[config.mk]
export PLATFORM = sky130hd
export DESIGN_NAME = fmul_sched
export DESIGN_NICKNAME = d
export VERILOG_FILES = /design/src/rtl/fmul_sched.sv
export SDC_FILE = /design/constraint.sdc
export NUM_CORES = 1
export LEC_CHECK = 0
export CAP_MARGIN = 20
export CORE_MARGIN = 2
export CORE_UTILIZATION = 38
export DETAILED_ROUTE_END_ITERATION = 8
export HOLD_SLACK_MARGIN = 0.06
export PLACE_DENSITY = 0.8
export SETUP_SLACK_MARGIN = 0.2
export SLEW_MARGIN = 20
export SYNTH_ARGS = -nofsm -noshare
export SYNTH_HDL_FRONTEND = slang
export SYNTH_SLANG_ARGS = --single-unit
export TNS_END_PERCENT = 100
[constraint.sdc]
create_clock -name clk -period 2 [get_ports clk]
set_input_delay 0.3 -clock clk [delete_from_list [all_inputs] [get_ports clk]]
set_output_delay 0.3 -clock clk [all_outputs]
set_load 0.005 [all_outputs]
[src/rtl/fmul_sched.sv]
// Arbitrates two requesters onto one shared single-precision multiplier with a
// fixed pipeline latency and returns each product on a shared response channel.
module fmul_sched #(
  parameter int LATENCY = 2
) (
  input  logic        clk,
  input  logic        rstn,
  input  logic        req0_valid,
  output logic        req0_ready,
  input  logic [31:0] req0_x1,
  input  logic [31:0] req0_x2,
  input  logic        req1_valid,
  output logic        req1_ready,
  input  logic [31:0] req1_x1,
  input  logic [31:0] req1_x2,
  output logic        rsp_valid,
  input  logic        rsp_ready,
  output logic        rsp_id,
  output logic [31:0] rsp_y,
  output logic [31:0] mul_x1,
  output logic [31:0] mul_x2,
  input  logic [31:0] mul_y,
  output logic        busy
);

  localparam logic [3:0] CNT_INIT = 4'(LATENCY - 1);

  typedef enum logic [1:0] {IDLE, WAIT, DONE} state_t;

  state_t     state, state_nxt;
  logic [3:0] cnt;
  logic       last_id;
  logic       grant0, grant1;
  logic       acc0, acc1, accept, capture;

  // On a tie the requester that was not served last wins.
  always_comb begin
    grant0 = req0_valid & (~req1_valid | last_id);
    grant1 = req1_valid & (~req0_valid | ~last_id);
  end

  assign req0_ready = rstn & (state == IDLE) & grant0;
  assign req1_ready = rstn & (state == IDLE) & grant1;
  assign acc0       = req0_valid & req0_ready;
  assign acc1       = req1_valid & req1_ready;
  assign accept     = acc0 | acc1;
  assign capture    = (state == WAIT) && (cnt == 4'd0);
  assign rsp_valid  = (state == DONE);
  assign busy       = (state != IDLE);

  always_comb begin
    state_nxt = state;
    case (state)
      IDLE:    if (accept) state_nxt = WAIT;
      WAIT:    if (capture) state_nxt = DONE;
      DONE:    if (rsp_ready) state_nxt = IDLE;
      default: state_nxt = IDLE;
    endcase
  end

  always_ff @(posedge clk) begin
    if (!rstn) state <= IDLE;
    else       state <= state_nxt;
  end

  always_ff @(posedge clk) begin
    if (!rstn) begin
      cnt     <= 4'd0;
      last_id <= 1'b1;
    end else if (accept) begin
      cnt     <= CNT_INIT;
      last_id <= acc1;
    end else if ((state == WAIT) && !capture) begin
      cnt <= cnt - 4'd1;
    end
  end

  // Operands stay on the multiplier inputs until the next accept.
  always_ff @(posedge clk) begin
    if (!rstn) begin
      mul_x1 <= 32'd0;
      mul_x2 <= 32'd0;
      rsp_id <= 1'b0;
      rsp_y  <= 32'd0;
    end else begin
      if (accept) begin
        mul_x1 <= acc1 ? req1_x1 : req0_x1;
        mul_x2 <= acc1 ? req1_x2 : req0_x2;
        rsp_id <= acc1;
      end
      if (capture) rsp_y <= mul_y;
    end
  end

endmodule

Word-level counts from Yosys, hierarchy flattened
Cells that the tools add are included.
W data, S select, Z words.
Cells by class
  reduce and logical (&&, ||, !) cells: 9
  bitwise logic cells: 14
  eq/ne operators: 5
  multiplexer cells: 8
  $add $sub $neg: 1
Operators by type and width (number)
  $mux W32: 2
  $and A1 B1 Y1: 7
  $mux W2: 3
  $pmux W2 S3: 1
  $logic_not A4 Y1: 1
  $ne A2 B2 Y1 const B: 2
  $not A1 Y1: 4
  $reduce_bool A2 Y1: 2
  $sub A4 B1 Y4 const B: 1
  $or A1 B1 Y1: 3
  $reduce_and A3 Y1: 1
  $eq A2 B1 Y1 const B: 1
  $eq A2 B2 Y1 const B: 1
  $logic_and A1 B1 Y1: 2
  $logic_not A2 Y1: 1
  $mux W1: 2
  $ne A2 B1 Y1 const B: 1
  $reduce_or A2 Y1: 1
  $logic_not A1 Y1: 1
Storage, ports and cells
  bits in registers: 104
  logic and storage cells: 45
  output and inout port bits: 101

Depth between registers and ports, before layout
  depth after elaboration: 8
  depth in mapped cells: 7

Least setup slack after synthesis
Ideal clock, no wire load.
  path kind: flip-flop to flip-flop
  start: register cnt[0]
  end: register rsp_y[10]
  period minus slack after synthesis: 1.567 ns
  arrival time: 1.435 ns
  cell stages (with the launch flop): 8
  slack: 0.433 ns
  setup time: 0.132 ns
  required time: 1.868 ns
  path through: dfxtp_1 inv_1 ha_1 or3b_1 clkbuf_1 clkbuf_1 o21ai_1 a21oi_1
Between the ends
  word-level cells in the longest chain between the ends: 2
RTL lines
  from (decl): line 31  | logic [3:0] cnt;
  from (signal assigned): line 74  | cnt <= cnt - 4'd1;
  $logic_not A4 Y1: line 47  | assign capture = (state == WAIT) && (cnt == 4'd0);
  $logic_and A1 B1 Y1: line 47
  to (signal assigned): line 91  | if (capture) rsp_y <= mul_y;
  to (decl): line 19  | output logic [31:0] rsp_y,
Every way passes these cells.
A chain may end at the register's enable or synchronous reset.

Worst setup path after layout
  start: register state[0]
  end: output req0_ready
Between the ends
  word-level cells in the longest chain between the ends: 3
RTL lines
  from (decl): line 30  | state_t state, state_nxt;
  from (signal assigned): line 63  | else state <= state_nxt;
  $logic_not A2 Y1: line 42  | assign req0_ready = rstn & (state == IDLE) & grant0;
  $and A1 B1 Y1 (2 in a row): line 42
  to (decl): line 9  | output logic req0_ready,
Every way passes these cells.

==> insert_results.sql <==
INSERT INTO impl_metrics (metric_group, metric, value, unit) VALUES
('floorplan', 'floorplan.io_pins', '266', ''),
('synth', 'synth_nets', '641', ''),
('timing', 'timing.setup.tns', '0', 'ps'),
('floorplan', 'dieHeight', '114', 'um'),
('grt', 'grt_pass1_vias', '4603', ''),
('grt', 'grt_first_pass_wirelength', '22500', 'um'),
('place', 'dp.final_hpwl', '10900', 'um'),
('clock_tree', 'maximum_buffer_depth_of_the_clock_tree', '2', ''),
('layout', 'layout_cells_sized_above_1', '5.96', '%'),
('routing', 'drt-total-wl', '14400', 'um'),
('job', 'maxCapViolations', '0', ''),
('power', 'power.share.sequential', '41.1', '%'),
('synth', 'yosysTopAreaCellShare', '45.0', '%'),
('routing', 'average_wire_length_per_cell_after_detail_routing', '16.3', 'um'),
('layout', 'areaGrowthSynthToFinish', '67.5', '%'),
('routing', 'ant_nets', '0', ''),
('place', 'placed_cells_incl_taps', '870', ''),
('worst_setup_path', 'critPathArrivalTime', '1440', 'ps'),
('floorplan', 'initial_utilization', '38.7', '%'),
('clock_tree', 'clockRootBuffer', 'sky130_fd_sc_hd__clkbuf_16', ''),
('grt', 'grt_start_max_net_pins', '69', ''),
('layout', 'num-nets-final', '901', ''),
('power', 'power.share.combinational', '30.2', '%'),
('synth', 'synth.lib_cells_used.distinct', '29', ''),
('place', 'gp_congestion', '0.774', ''),
('place', 'place_ws', '17.4', 'ps'),
('routing', 'detailroute.via_count', '4491', ''),
('timing', 'timing.clock.skew', '8.06', 'ps'),
('power', 'pwr-share-clk', '28.7', '%'),
('clock_tree', 'clk_pin_slew', '70', 'ps'),
('worst_setup_path', 'path_max_fanout', '3', ''),
('grt', 'overflow', '0', ''),
('synth', 'synth.cell_area', '4630', 'um^2'),
('floorplan', 'design.core.area', '12000', 'um^2'),
('power', 'power.internal', '4370', 'uW'),
('worst_setup_path', 'crit-reg2reg-capture', 'rsp_y[8]', ''),
('floorplan', 'die_w', '114', 'um'),
('synth', 'ys.flop_type', 'sky130_fd_sc_hd__dfxtp_1', ''),
('floorplan', 'floorplan.die_area', '13100', 'um^2'),
('worst_setup_path', 'critical_path.cell_chain', 'or3b_4 > nor2_2 > dlygate4sd2_1', ''),
('timing', 'final.min_clock_period', '1740', 'ps'),
('place', 'port-buffer-count', '265', ''),
('synth', 'synth_edf_count', '0', ''),
('synth', 'synth_top_cells_by_count', '128 x sky130_fd_sc_hd__mux2i_1, 104 x sky130_fd_sc_hd__dfxtp_1, 67 x sky130_fd_sc_hd__nand2_1', ''),
('grt', 'gr-usage-all-layers', '21.9', '%'),
('worst_setup_path', 'path_class', 'reg2out', ''),
('power', 'switching_part_of_the_total_power', '27.2', '%'),
('timing', 'finalWorstSetupSlack', '260', 'ps'),
('grt', 'gr-usage-met1', '23.9', '%'),
('grt', 'grt-busiest-layer', 'met2', ''),
('synth', 'synth_top_cell_by_area', 'sky130_fd_sc_hd__dfxtp_1', ''),
('worst_setup_path', 'setup.reg_to_reg.worst_slack', '370', 'ps'),
('timing', 'grt_setup_unrepaired', 'no', ''),
('power', 'max-vdd-ir-drop', '0.361', 'mV'),
('hold_path', 'worstHoldStart', 'mul_x2[28]', ''),
('timing', 'report.final.setup_viol', '0', ''),
('clock_tree', 'htree_levels', '3', ''),
('routing', 'drt_first_pass_iters', '4', ''),
('clock_tree', 'clock_insertion_delay_worst_skew', '350', 'ps'),
('power', 'power_density_over_the_cells', '774', 'nW/um^2'),
('clock_tree', 'tritoncts_buffers', '9', ''),
('timing', 'final_cycle_utilization_of_the_critical_path', '87.0', '%'),
('synth', 'yosys_warning_total', '0', ''),
('timing', 'max_clock_freq', '0.575', 'GHz'),
('power', 'power.net_switching', '1630', 'uW'),
('status', 'run_status', 'complete, no violations', ''),
('clock_tree', 'cts_sinks', '104', ''),
('layout', 'final_cells', '885', ''),
('timing', 'actual_slew_at_the_worst_max_slew_pin', '755', 'ps'),
('grt', 'global_route.usage.met3', '5.72', '%'),
('hold_path', 'worstHoldPathCells', '2', '');
-- sequential cells by signal (all words and copies together), names as in the netlist --
name / cells
cnt: 4
last_id: 1
mul_x1: 32
mul_x2: 32
rsp_id: 1
rsp_y: 32
state: 2
-- logic make-up after synthesis --
| family | Yosys count | share of synthesized area (%) |
|---|---|---|
| simple gates | 118 | 11.9 |
| buf+inv | 44 | 6.22 |
| fa+ha+maj | 1 | 0.270 |
| flops | 104 | 45.0 |
| compound gates | 80 | 8.92 |
| mux | 128 | 27.7 |
-- power by group through the flow --
stage	sequential, uW	clock, uW	combinational, uW
2_1_floorplan	2520	0	767
3_3_place_gp	2500	0	1770
3_5_place_dp	2510	0	1820
4_1_cts	2470	1760	1830
5_1_grt	2500	1840	1960
6_report	2470	1720	1810
-- worst max path at each step --
stage	startpoint	to	cells after the start
5_1_grt	state[0]	req0_ready	3
6_report	state[0]	req0_ready	3
3_5_place_dp	req1_valid	mul_x2[19]	6
3_3_place_gp	req1_valid	req1_ready	4
4_1_cts	state[1]	rsp_valid	3
2_1_floorplan	cnt[0]	rsp_y[10]	7
-- final cells by class --
cell class	instances	area, um^2	area share [%]
well taps	147	184	2.37
clock inverters	3	45.0	0.581
repair buffers	288	2910	37.5
multi-input cells	327	2280	29.5
clock buffers	11	233	3.00
flip-flops and latches	104	2080	26.9
inverters	5	18.8	0.242
-- critical path: cells and delay by family, from the launching register on --
family | cells | cell delay, ps
simple gates | 2 | 540
buf+inv | 1 | 240
flops | 1 | 320
-- timing repair --
item	in CTS	in global routing
buffers inserted	1	0
resized for setup	5	4
endpoints found under the hold margin	0	0
pin swaps	1	0
setup endpoints to repair	3	4
-- per-layer routing --
layer  wire [um]  share of wire, %  up-vias
met1        5540                38     2102
met4         431               3.0        0
met5           0                 0        -
li1            -                 -     2173
met2        7420                51      187
met3        1060               7.4       29
-- per-stage QoR --
stage,total power (uW),hold WS [ps],utilization (%),area [um^2]
6_report,6000,455,64.8,7750
4_1_cts,6060,457,64.8,7750
5_1_grt,6290,471,64.8,7750
3_3_place_gp,4270,441,62.4,7460
3_5_place_dp,4330,446,62.4,7460
2_1_floorplan,3290,448,-,4630
-- layout by cell type (no fill, tap or decap), drive strengths merged, types with 3 or more instances in the layout --
| cell | n |
|---|---|
| or3b | 3 |
| nor2 | 5 |
| mux2i | 128 |
| o21ai | 38 |
| a21oi | 37 |
| nand3 | 33 |
| nand2 | 67 |
| buf | 24 |
| inv | 5 |
| clkbuf | 12 |
| nor2b | 3 |
| dfxtp | 104 |
| clkdlybuf4s50 | 260 |
Note: power is estimated with default switching activity, not from simulation.
